--- src/rtl/gb_pkg.sv ---
// Shared Game Boy definitions: DMA FSM encoding, register/region constants
// and the echo-RAM source address fold.
package gb_pkg;

  typedef enum logic [1:0] {
    ST_IDLE,
    ST_SETUP,
    ST_XFER
  } dma_state_t;

  localparam logic [15:0] DMA_REG_ADDR = 16'hFF46;
  localparam logic [7:0]  OAM_BASE_HI  = 8'hFE;
  localparam logic [7:0]  ECHO_LO      = 8'hE0;

  // Echo RAM (0xE000-0xFFFF) mirrors work RAM 0x2000 lower.
  function automatic logic [7:0] src_eff(input logic [7:0] hi);
    return (hi >= ECHO_LO) ? hi - 8'h20 : hi;
  endfunction

endpackage

--- src/rtl/oam_dma.sv ---
// OAM DMA engine: a CPU write to 0xFF46 copies DMA_LEN bytes from
// {src_hi, 8'h00} into OAM at 0xFE00, one byte per machine cycle.
module oam_dma
  import gb_pkg::*;
#(
  parameter int CYCLES_PER_BYTE = 4,
  parameter int DMA_LEN         = 160
) (
  input  logic        clock,
  input  logic        reset,
  input  logic [15:0] A_cpu,
  input  logic [7:0]  di_cpu,
  input  logic        wr_n_cpu,
  input  logic        rd_n_cpu,
  output logic [7:0]  do_dma,
  output logic [15:0] src_addr,
  output logic        src_re,
  input  logic [7:0]  src_data,
  output logic [15:0] A_video,
  output logic [7:0]  di_video,
  output logic        wr_n_video,
  output logic        mem_enable_video,
  output logic        dma_active
);

  localparam logic [1:0] LAST_PHASE = 2'(CYCLES_PER_BYTE - 1);
  localparam logic [7:0] LAST_IDX   = 8'(DMA_LEN - 1);

  dma_state_t  state, state_nx;
  logic [1:0]  phase, phase_nx;
  logic [7:0]  idx, idx_nx;
  logic [7:0]  src_hi, src_hi_nx;
  logic [7:0]  byte_q, byte_nx;
  logic [15:0] src_addr_q, src_addr_nx;

  logic        cpu_wr;
  logic        xfer_rd;
  logic        xfer_wr;
  logic [15:0] rd_addr;

  assign cpu_wr  = !wr_n_cpu && (A_cpu == DMA_REG_ADDR);
  assign xfer_rd = (state == ST_XFER) && (phase < 2'd2);
  // A restart landing on phase 3 abandons the pending byte.
  assign xfer_wr = (state == ST_XFER) && (phase == LAST_PHASE) && !cpu_wr;
  assign rd_addr = {src_eff(src_hi), idx};

  always_comb begin
    // NOTE: every next-state signal gets a default first so no path infers a latch.
    state_nx    = state;
    phase_nx    = phase;
    idx_nx      = idx;
    src_hi_nx   = src_hi;
    byte_nx     = byte_q;
    src_addr_nx = src_addr_q;

    if (xfer_rd) src_addr_nx = rd_addr;

    if (cpu_wr) begin
      src_hi_nx = di_cpu;
      idx_nx    = 8'd0;
      phase_nx  = 2'd0;
      state_nx  = ST_SETUP;
    end else begin
      unique case (state)
        ST_IDLE: ;
        ST_SETUP: begin
          phase_nx = phase + 2'd1;
          if (phase == LAST_PHASE) state_nx = ST_XFER;
        end
        ST_XFER: begin
          if (phase == 2'd2) byte_nx = src_data;
          phase_nx = phase + 2'd1;
          if (phase == LAST_PHASE) begin
            if (idx == LAST_IDX) state_nx = ST_IDLE;
            else                 idx_nx   = idx + 8'd1;
          end
        end
        default: state_nx = ST_IDLE;
      endcase
    end
  end

  // NOTE: sequential state uses non-blocking assignments only, so every flop
  // samples the pre-edge value of every other flop.
  always_ff @(posedge clock) begin
    // NOTE: reset is synchronous and wins over any simultaneous CPU write.
    if (reset) begin
      state      <= ST_IDLE;
      phase      <= 2'd0;
      idx        <= 8'd0;
      src_hi     <= 8'h00;
      byte_q     <= 8'h00;
      src_addr_q <= 16'h0000;
    end else begin
      state      <= state_nx;
      phase      <= phase_nx;
      idx        <= idx_nx;
      src_hi     <= src_hi_nx;
      byte_q     <= byte_nx;
      src_addr_q <= src_addr_nx;
    end
  end

  assign do_dma           = (!rd_n_cpu && (A_cpu == DMA_REG_ADDR)) ? src_hi : 8'hFF;
  assign dma_active       = (state != ST_IDLE);
  assign src_re           = xfer_rd;
  assign src_addr         = xfer_rd ? rd_addr : src_addr_q;
  assign wr_n_video       = !xfer_wr;
  assign mem_enable_video = xfer_wr;
  assign A_video          = xfer_wr ? {OAM_BASE_HI, idx} : 16'h0000;
  assign di_video         = xfer_wr ? byte_q : 8'h00;

endmodule

--- config.mk ---
export PLATFORM = sky130hd
export DESIGN_NAME = oam_dma
export DESIGN_NICKNAME = d
export VERILOG_FILES = /design/src/rtl/gb_pkg.sv /design/src/rtl/oam_dma.sv
export SDC_FILE = /design/constraint.sdc
export NUM_CORES = 1
export LEC_CHECK = 0
export CORE_MARGIN = 4
export CORE_UTILIZATION = 45
export DETAILED_ROUTE_END_ITERATION = 16
export PLACE_DENSITY = 0.8
export REMOVE_ABC_BUFFERS = 1
export SETUP_SLACK_MARGIN = 0.2
export SLEW_MARGIN = 20
export SYNTH_ARGS = -nofsm -noshare
export SYNTH_HDL_FRONTEND = slang
export SYNTH_SLANG_ARGS = --single-unit
export TNS_END_PERCENT = 1
--- constraint.sdc ---
create_clock -name clock -period 2.6 [get_ports clock]
set_input_delay 0.52 -clock clock [delete_from_list [all_inputs] [get_ports clock]]
set_output_delay 0.52 -clock clock [all_outputs]
set_load 0.05 [all_outputs]
==> impl_metrics.ini <==
[power]
irDropWorstVdd_uv = 185
p_total_mw = 1.27
power_leakage_nw = 1.59
power_density_nw_per_um2 = 350

[detailed_routing]
drt-total-wl_mm = 6.33
firstDrtPassIters = 4
drcViolationCount = 0
num_vias = 2292
drt_iter0_drc = 71
ant_nets = 0
wire_per_inst_um = 14.9
via_per_inst = 5.41

[sta]
fmaxAchievable_ghz = 0.397
finalSetupViolCount = 0
fin_crit_sh_pct = 96.8
rsz0062_at_grt = true
drv_slew = 0
clock_skew_ns = 0.00362
worst_pin_slew_ns = 1.02
fin_crit_ns = 2.52
slew_headroom_pct = 32.0
hold_viol = 0

[job]
maxCapViolCount = 0

[critical_path]
end_kind = output pin
start_kind = primary input
r2r_slack_ns = 0.89
critPathRequiredTime_ns = 2.08
r2r_end = idx[4]$_SDFFE_PP0P_
crit_fanout = 6
criticalPathCategory = in -> out
reg2reg_from = idx[0]$_SDFFE_PP0P_
worstPathArrival_ns = 2.00
rr_worst_depth = 5

[global_routing]
grt_pass1_wl_mm = 9.81
grt_max_degree = 39
gr-usage-all-layers_pct = 18.6
overflow = 0
grt_pass1_vias = 2117
antenna_found_initial = 0

[clock_network]
cts_tree = yes
cts.clk_slew.worst_paths_ns = 0.08
clkSinkCount = 44
clk-insertion-delay-late_ns = 0.30
cts_root_buffer = clkbuf_8
cts.htree.levels = 2
cts_made_buffers = 5
ctsLongestPathBuffers = 2
holdBufCountCts = 0

[yosys]
yosys-top-cells-count = dfxtp_1, and2_1, nand2_1, nand3_1, nand4_1
syn_area_sq_um = 2440
yosysMostFrequentCell = dfxtp_1
synthArstFlopShare_pct = 0
dominantRegCellSynth = dfxtp_1
synth-edff-count = 0
synth_seq_area_share_pct = 36.0
ys_warn_count = 0
syn_avg_cell_area_sq_um = 9.05
yosys.area.top_type_share_pct = 36.0
netlist_instances = 270
synth_cell_types = 44
ys_top_cells_by_area = dfxtp_1, and2_1, mux2_2
synth_area_leader_cell = dfxtp_1
ys_ff_latch = 44

[outcome]
status = completed

[min_path]
hold_end = src_addr_q[15]$_SDFF_PP0_
hold_depth = 2
hp-class = reg -> reg
hp-start = src_addr_q[15]$_SDFF_PP0_

[place]
place_inst = 411
gp_routability_congestion = 0.790
port_buffers = 86
dp_hpwl_mm = 4.41

[cells_and_area]
drive_gt1_share_pct = 33.6
fin_nets = 396
multi_input_area_sq_um = 1440
utilization_pct = 70.3
final_cells = 424
n_antenna_cell = 0
area_growth_pct = 48.9
fill_cells = 413
seq_area_sq_um = 881

[die]
die_area_sq_um = 6670
initial_utilization_pct = 47.2
core-area_sq_um = 5170
die_y_um = 81.7
ios = 88
row_count = 26
fp.dieW_um = 81.7
==> final cells by class <==
| cell class | count | share of cell area, % |
|---|---|---|
| Multi-Input combinational cell | 189 | 39.5 |
| Timing Repair Buffer | 102 | 29.7 |
| Sequential cell | 44 | 24.2 |
| Tap cell | 70 | 2.41 |
| Clock buffer | 5 | 1.89 |
| Clock inverter | 3 | 1.17 |
| Inverter | 11 | 1.13 |
==> how the worst max path moves through the flow <==
stage | slack [ns] | cells after the start | from | endpoint
2_1_floorplan | -3.73 | 4 | A_cpu[7] | wr_n_video
6_report | 0.08 | 7 | A_cpu[5] | A_video[6]
3_5_place_dp | -0.05 | 7 | A_cpu[7] | di_video[1]
5_1_grt | 0.04 | 7 | A_cpu[5] | di_video[7]
3_3_place_gp | -0.03 | 7 | A_cpu[7] | di_video[1]
4_1_cts | 0.005 | 7 | A_cpu[4] | di_video[1]
==> placed cells by master, fill, tap and decap left out, drive strengths merged, types with 5 or more instances in the layout <==
| cell | netlist | layout |
|---|---|---|
| or2 | 7 | 7 |
| xnor2 | 5 | 5 |
| and4 | 7 | 7 |
| a32oi | 9 | 9 |
| a31o | 6 | 6 |
| nand4 | 13 | 13 |
| buf | 20 | 64 |
| clkdlybuf4s50 | 0 | 19 |
| dlymetal6s2s | 0 | 6 |
| mux2 | 12 | 12 |
| nand3 | 13 | 13 |
| inv | 11 | 11 |
| and2 | 31 | 31 |
| nor3b | 8 | 8 |
| clkbuf | 6 | 7 |
| nand2 | 13 | 13 |
| a21oi | 7 | 7 |
| nand2b | 12 | 12 |
| ha | 7 | 7 |
| dlygate4sd2 | 0 | 9 |
| nor2 | 11 | 11 |
| dfxtp | 44 | 44 |
==> critical path, cell delays in order <==
cell and delay, ns:
dlygate4sd2_1 0.19, and4bb_2 0.24, and3_4 0.20, a21oi_4 0.33, clkbuf_16 0.21, and2_1 0.14
buf_6 0.16
==> metal layers <==
layer  routed length [um]  part of all wire, %  vias to the layer above  track usage (%)
met5                    0                    0                        -                0
li1                     -                    -                     1117                -
met4                   60                 0.95                        0             2.99
met2                 2980                   47                       87             32.7
met3                  531                  8.4                        8             6.14
met1                 2750                   43                     1080             22.4
==> sequential cells by signal, indices dropped and copies added, names as in the netlist <==
signal / cells
byte_q: 8
idx: 8
phase: 2
src_addr_q: 16
src_hi: 8
state: 2
==> where the power goes <==
group          leakage [nW]  total, mW  internal, mW  switching, mW
combinational          1.19     0.0774        0.0476         0.0299
sequential            0.354      0.673         0.673     0.00000196
clock                0.0541      0.523         0.284          0.238
total                  1.59       1.27          1.00          0.268
==> kinds of logic (layout without fill, tap and decap cells) <==
kind of cell | count (synthesis) | count (layout) | synth area share, %
AND/OR/NAND/NOR | 127 | 127 | 32.0
flip-flops | 44 | 44 | 36.0
buffers and inverters | 37 | 121 | 8.40
AO/OA/AOI/OAI | 34 | 34 | 11.4
multiplexers | 13 | 13 | 5.94
adder cells (fa/ha/maj) | 7 | 7 | 3.58
XOR/XNOR | 7 | 7 | 2.51
other | 1 | 1 | 0.153
==> metrics by stage <==
stage               cell area, sq um  setup slack, ns  setup TNS [ns]  hold WS, ns
finish                          3640           0.0832               0        0.464
global route                    3640           0.0396               0        0.511
CTS                             3480          0.00547               0        0.465
detailed placement              3240          -0.0491          -0.526        0.452
global placement                3240          -0.0281         -0.0756        0.447
floorplan                       2280            -3.73          -71.19        0.433
==> timing repair <==
item                       in CTS  in global routing
pin swaps                      11                  5
gates cloned                    0                  3
setup endpoints to repair      48                 47
gates resized for setup        53                 25
buffers inserted                0                  2
No activity file was read; power rests on OpenSTA's default activity.
